`config.mk`:
```
export PLATFORM = sky130hd
export DESIGN_NAME = conv2d_ctrl
export DESIGN_NICKNAME = d
export VERILOG_FILES = /design/src/rtl/conv2d_ctrl.sv
export SDC_FILE = /design/constraint.sdc
export NUM_CORES = 1
export LEC_CHECK = 0
export ABC_AREA = 1
export BUFFER_PORTS_ARGS = -buffer_cell sky130_fd_sc_hd__buf_4
export CAP_MARGIN = 15
export CORE_AREA = 5 5 255 257
export CTS_BUF_LIST = sky130_fd_sc_hd__clkbuf_4 sky130_fd_sc_hd__clkbuf_8 sky130_fd_sc_hd__clkbuf_16
export CTS_CLUSTER_SIZE = 20
export DETAILED_ROUTE_END_ITERATION = 10
export DIE_AREA = 0 0 260 262
export GPL_ROUTABILITY_DRIVEN = 1
export GPL_TIMING_DRIVEN = 0
export PLACE_DENSITY = 0.43
export SYNTH_ARGS = -nofsm -noshare
export SYNTH_HDL_FRONTEND = slang
export SYNTH_SLANG_ARGS = --single-unit
```
`constraint.sdc`:
```
create_clock -name clk -period 13.3 [get_ports clk]
set_input_delay 0.665 -clock clk [delete_from_list [all_inputs] [get_ports clk]]
set_output_delay 0.665 -clock clk [all_outputs]
set_load 0.02 [all_outputs]
```
`src/rtl/conv2d_ctrl.sv`:
```
// conv2d_ctrl: per-channel weight fetch / load / plane sequencing for a conv core; optional watchdog via CONV2D_CTRL_WATCHDOG_EN
//   ports: clk, rst (async, active-high); cfg_valid/cfg_ready/cfg_width/cfg_length/cfg_nch job request;
//   wt_req/wt_ch/wt_valid/wt_data weight fetch; param_ena/param_weight/param_width/param_length core load;
//   core_start/core_busy plane handshake; ch_idx/first_ch channel; busy/done/err status
module conv2d_ctrl #(
  parameter int C_WIDTH  = 9,
  parameter int C_LENGTH = 18,
  parameter int KS       = 3,
  parameter int C_CH     = 8,
  parameter int WD_LIMIT = 65535
) (
  input  logic                   clk,
  input  logic                   rst,
  input  logic                   cfg_valid,
  output logic                   cfg_ready,
  input  logic [C_WIDTH-1:0]     cfg_width,
  input  logic [C_LENGTH-1:0]    cfg_length,
  input  logic [C_CH-1:0]        cfg_nch,
  output logic                   wt_req,
  output logic [C_CH-1:0]        wt_ch,
  input  logic                   wt_valid,
  input  logic [KS*KS*32-1:0]    wt_data,
  output logic                   param_ena,
  output logic [KS*KS*32-1:0]    param_weight,
  output logic [C_WIDTH-1:0]     param_width,
  output logic [C_LENGTH-1:0]    param_length,
  output logic                   core_start,
  input  logic                   core_busy,
  output logic [C_CH-1:0]        ch_idx,
  output logic                   first_ch,
  output logic                   busy,
  output logic                   done,
  output logic                   err
);
  typedef enum logic [2:0] {IDLE, FETCH, LOAD, START, WAIT_HI, WAIT_LO, NEXT, FIN} state_t;
  state_t state_q, state_d;
  logic [C_WIDTH-1:0] width_q, width_d, param_width_q, param_width_d;
  logic [C_LENGTH-1:0] length_q, length_d, param_length_q, param_length_d;
  logic [C_CH-1:0] last_q, last_d, ch_q, ch_d;
  logic [KS*KS*32-1:0] param_weight_q, param_weight_d;
  logic wd_hit;
  always_comb begin
    state_d = state_q;
    width_d = width_q;
    length_d = length_q;
    last_d = last_q;
    ch_d = ch_q;
    param_weight_d = param_weight_q;
    param_width_d = param_width_q;
    param_length_d = param_length_q;
    case (state_q)
      IDLE: if (cfg_valid) begin
        width_d = cfg_width;
        length_d = cfg_length;
        last_d = (cfg_nch == '0) ? '0 : cfg_nch - C_CH'(1);
        ch_d = '0;
        state_d = FETCH;
      end
      FETCH: if (wt_valid) begin
        param_weight_d = wt_data;
        param_width_d = width_q;
        param_length_d = length_q;
        state_d = LOAD;
      end
      LOAD: state_d = START;
      START: state_d = WAIT_HI;
      WAIT_HI: state_d = core_busy ? WAIT_LO : (wd_hit ? FIN : WAIT_HI);
      WAIT_LO: state_d = !core_busy ? NEXT : (wd_hit ? FIN : WAIT_LO);
      NEXT: begin
        state_d = (ch_q == last_q) ? FIN : FETCH;
        ch_d = (ch_q == last_q) ? ch_q : ch_q + C_CH'(1);
      end
      FIN: state_d = IDLE;
    endcase
  end
  always_ff @(posedge clk or posedge rst) begin
    if (rst) begin
      state_q <= IDLE;
      width_q <= '0;
      length_q <= '0;
      last_q <= '0;
      ch_q <= '0;
      param_weight_q <= '0;
      param_width_q <= '0;
      param_length_q <= '0;
    end else begin
      state_q <= state_d;
      width_q <= width_d;
      length_q <= length_d;
      last_q <= last_d;
      ch_q <= ch_d;
      param_weight_q <= param_weight_d;
      param_width_q <= param_width_d;
      param_length_q <= param_length_d;
    end
  end
`ifdef CONV2D_CTRL_WATCHDOG_EN
  localparam int WD_W = $clog2(WD_LIMIT + 1);
  logic [WD_W-1:0] wd_q, wd_d;
  logic err_q, err_d, in_wait;
  assign in_wait = state_q == WAIT_HI || state_q == WAIT_LO;
  assign wd_hit = in_wait && wd_q == WD_W'(WD_LIMIT - 1);
  // restarts from zero whenever a wait state is (re)entered
  assign wd_d = (in_wait && state_d == state_q) ? wd_q + WD_W'(1) : '0;
  assign err_d = err_q | wd_hit;
  always_ff @(posedge clk or posedge rst) begin
    if (rst) begin
      wd_q <= '0;
      err_q <= 1'b0;
    end else begin
      wd_q <= wd_d;
      err_q <= err_d;
    end
  end
  assign err = err_q;
`else
  logic wd_unused;
  assign wd_unused = |WD_LIMIT;
  assign wd_hit = 1'b0;
  assign err = 1'b0;
`endif
  assign cfg_ready = state_q == IDLE;
  assign busy = state_q != IDLE;
  assign wt_req = state_q == FETCH;
  assign wt_ch = ch_q;
  assign param_ena = state_q == LOAD;
  assign core_start = state_q == START;
  assign done = state_q == FIN;
  assign ch_idx = ch_q;
  assign first_ch = ch_q == '0;
  assign param_weight = param_weight_q;
  assign param_width = param_width_q;
  assign param_length = param_length_q;
endmodule

```
Word level (Yosys, flattened, before mapping)
Cells that the tools add are included.
{ "classes": {"add_sub_neg": 2, "reduce_logical": 9, "n_eq_ne": 11, "n_mux": 10} }
{ "op_table": {"columns": ["operator", "count"], "rows": [
  ["$mux W8", 3],
  ["$pmux W3 S8", 1],
  ["$logic_not A8 Y1", 2],
  ["$pmux W8 S2", 1],
  ["$eq A3 B3 Y1 const B", 4],
  ["$mux W3", 3],
  ["$add A8 B1 Y8 const B", 1],
  ["$eq A8 B8 Y1", 1],
  ["$sub A8 B1 Y8 const B", 1],
  ["$eq A3 B2 Y1 const B", 2],
  ["$reduce_and A2 Y1", 3],
  ["$ne A2 B2 Y1 const B", 2],
  ["$eq A3 B1 Y1 const B", 1],
  ["$logic_not A3 Y1", 1],
  ["$reduce_and A3 Y1", 1],
  ["$reduce_bool A3 Y1", 1],
  ["$mux W2", 1],
  ["$ne A2 B1 Y1 const B", 1],
  ["$reduce_bool A2 Y1", 1],
  ["$mux W1", 1]
]} }
{ "word_totals": {"inputBits": 328, "word_cells": 40, "register_bits": 361, "out_inout_bits": 339} }

Depth between registers and ports, before layout
{ "logic_depth": {"word_depth": 3, "depth_mapped": 10, "depth_no_buf": 10} }

Least setup slack after synthesis
No wires, ideal clock.
{ "synth_timing": {"path_type": "register to output", "start": "register ch_q[0], in the netlist ch_idx[0]", "end": "output port first_ch", "path_stages_with_launch": 5, "path_slack_ns": 11.178, "arrival_ns": 1.457, "path_cell_list": "dfrtp_1 > inv_1 > ha_1 > nand2_1 > nor4_1"} }
{ "synth_via": {"elab_chain_cells": 1} }
{ "synth_rtl": {"columns": ["element", "line", "text"], "rows": [
  ["start, declared", "39", "logic [C_CH-1:0] last_q, last_d, ch_q, ch_d;"],
  ["start signal, assigned", "91", "ch_q <= ch_d;"],
  ["$logic_not A8 Y1", "130", "assign first_ch = ch_q == '0;"],
  ["end, declared", "30", "output logic first_ch,"]
]} }
No other way between the ends.

Worst setup path in the final report
{ "layout_timing": {"start": "register ch_q[1], in the netlist ch_idx[1]", "end": "output port first_ch"} }
Same word-level chain as after synthesis.

==> key figures <==
Status
  • Status: finished, final reports clean

Synth
  • Syn Inst Count: 983
  • Unique masters post-synth: 31
  • Synth area leaders: dfrtp_1 63%, mux2_1 16%, mux2_2 6.0%, nand2_1 3.8%, mux2_4 3.2%
  • Share of synthesized registers carrying an async set or reset: 100%
  • Post-synth top cells: 361 x dfrtp_1, 208 x mux2_1, 146 x nand2_1
  • Most common cell in the netlist: dfrtp_1
  • Yosys warns: 0
  • Yosys reg bits: 361
  • Top cell type's share of synthesized area: 63.4%
  • Syn nets: 1315
  • EDFF count, synth: 0
  • Sequential fraction of the synthesis area: 63.4%
  • Largest area contributor in the netlist: dfrtp_1
  • Mean Syn Cell Area: 14.5 um2
  • Post-Syn Area: 14300 um2
  • Main synth FF type: dfrtp_1

Clock tree
  • Total CTS buffers: 45
  • Root Buffer: clkbuf_16
  • Post_cts resized: 0
  • H-tree lvl count: 2
  • Longest Clk Path Bufs: 3
  • Clock network latency to the later pin of the worst-skew pair: 0.55 ns
  • Hold bufs inserted after CTS: 0
  • Clk sinks: 361
  • Post-CTS Setup Inserts: 0
  • CTS tree: yes
  • Worst-path clk slew: 0.06 ns

Detailed routing
  • Final WL: 53.2 mm
  • Vias/cell: 4.00
  • Met2 wire len: 27.1 mm
  • Initial DRC Count: 334
  • Routed len/inst: 20.6 um
  • Antenna Nets Post-Route: 0
  • DR vias: 10323
  • Met3 Routed Length: 6.31 mm
  • DR top layer: met5
  • M1 WL: 18.6 mm
  • Total iterations of the first detailed-routing run: 4
  • # DRC: 0

Power and ir drop
  • Max IR drop VDD: 0.136 mV
  • Pleak: 10.8 nW
  • Power per Cell Area: 263 nW/um2
  • Design Power: 5.77 mW

STA
  • Worst-margin pin slew: 0.673 ns
  • Fmax: 0.402 GHz
  • Max_slew headroom: 55.1%
  • Setup Viol. Count Final: 0
  • Final Cycle Share: 18.7%
  • RSZ-0062 raised after global routing: no
  • Fin Hold WS: 0.184 ns
  • Final Skew: 0.0144 ns
  • Hold Fails Final Rpt: 0
  • Final min period: 2.49 ns
  • Slew Viols, Final: 0

Layout
  • Area grow syn2layout: 53.8%
  • Antenna Diode Count: 0
  • Fill count: 6316
  • Multi-input logic area: 4670 um2
  • Layout cells sized above 1: 52.5%
  • FF/Latch Area: 9030 um2
  • # nets final: 2030

Place
  • HPWL Detailed: 42.2 mm
  • Port bufs: 665
  • Placer Congestion: 0.780

Global routing
  • Largest net degree at the start of global routing: 113
  • Total gr overflow: 0
  • First-pass GRT wire length: 76.5 mm
  • Antenna violations before repair: 10
  • Total global-route track usage: 14.8%
  • Vias in the first global route: 11457

Floorplan
  • Die ar.: 68100 um2
  • CORE AREA: 62500 um2
  • Rows: 92
  • Die Y: 262 um
  • Initial Utilization: 22.8%
  • # IOs: 667
  • Die Width: 260 um

Worst setup path
  • CP max stage cell: dfrtp_1
  • CP max stage delay: 0.46 ns
  • CP Buf/Inv Count: 2
  • Largest delay share family, worst path: flip-flops
  • CP cell instances: inv_1 -> ha_1 -> nand2_1 -> nor4_1 -> buf_4
  • Setup crit end kind: output pin
  • Critical path arrival: 1.82 ns
  • CP max FO: 7
  • Kind of critical path: reg -> out
  • Worst setup SP type: register
  • Required time of the critical path: 12.64 ns

Hold path
  • Hold Path Class: in -> async

Flow run
  • Number of max-cap violations: 0
==> through the flow <==
step | instances | TNS [ns] | worst slack (ns) | util, % | area, um2
final | 2578 | 0 | 10.81 | 35.1 | 21900
after global placement | 2494 | -851.87 | -2.42 | 32.5 | 20300
after detailed placement | 2497 | 0 | 11.10 | 32.6 | 20400
after global routing | 2578 | 0 | 10.65 | 35.1 | 21900
after CTS | 2578 | 0 | 10.69 | 35.1 | 21900
after floorplan | 983 | 0 | 2.62 | - | 14300
==> routing by layer <==
layer  GRT usage, %  vias to the layer above
li1               -                     4757
met1           15.8                     5039
met2           26.3                      422
met3           7.50                       87
met4           3.60                       18
met5              0                        -
==> final timing paths <==
| path | start | cells after the start | endpoint | slack, ns |
|---|---|---|---|---|
| max | ch_idx[1]$_DFFE_PP0P_ | 5 | first_ch | 10.81 |
| min | rst | 2 | param_weight[144]$_DFFE_PP0P_ | 0.18 |
| max reg2reg | state_q[2]$_DFFE_PP0P_ | 7 | width_q[8]$_DFFE_PP0P_ | 11.26 |
| max in group asynchronous | rst | 4 | param_weight[235]$_DFFE_PP0P_ | 11.74 |
| min reg2reg | length_q[12]$_DFFE_PP0P_ | 2 | length_q[12]$_DFFE_PP0P_ | 0.47 |
| min in group clk | cfg_width[1] | 3 | width_q[1]$_DFFE_PP0P_ | 0.30 |
==> cells by family (layout without fill, tap and decap cells) <==
group	Yosys count	in the layout	synth area share [%]
buf+inv	83	832	3.90
flops	361	361	63.4
fa+ha+maj	4	4	0.351
mux	314	314	25.6
xor+xnor	8	8	0.492
other cells	1	1	0.0263
simple gates	194	194	5.54
compound gates	18	18	0.728
==> sequential cells by signal, summed over array words and instances (netlist names) <==
signal and count:
ch_idx 8, last_q 8, length_q 18, param_length 18, param_weight 288, param_width 9
state_q 3, width_q 9
==> cell type report <==
type	count	share of cell area (%)
inverter	32	0.582
clock buffer	64	6.15
clock inverter	17	0.827
tap	846	4.83
multi-input combinational	539	21.3
sequential	361	41.2
timing repair buffer	668	23.1
buffer	51	1.99
==> power breakdown <==
| part | internal, mW | leakage [nW] | switching (mW) | total [mW] |
|---|---|---|---|---|
| clock network | 0.765 | 0.770 | 0.492 | 1.26 |
| registers | 1.65 | 4.33 | 0.285 | 1.93 |
| logic | 1.19 | 5.71 | 1.39 | 2.58 |
| total | 3.60 | 10.8 | 2.17 | 5.77 |
==> cell usage in the layout (no fill, tap or decap), types with 5 or more instances in the layout <==
cell type  netlist  layout
nand2_1        146     146
mux2_2          76      76
buf_6           26      26
nand3_1         18      18
inv_1           29      28
nor2_1          18      18
clkbuf_16        0      47
dfrtp_1        361     361
buf_2            9       9
clkbuf_4         0      10
nor3_1           5       5
clkinv_2         0       8
clkbuf_8         0       7
mux2_1         208     208
xnor2_1          5       5
mux2_4          30      30
o21ai_0         10      10
buf_4           10     675
clkbuf_1         5       5
(Power assumes the default switching activity.)
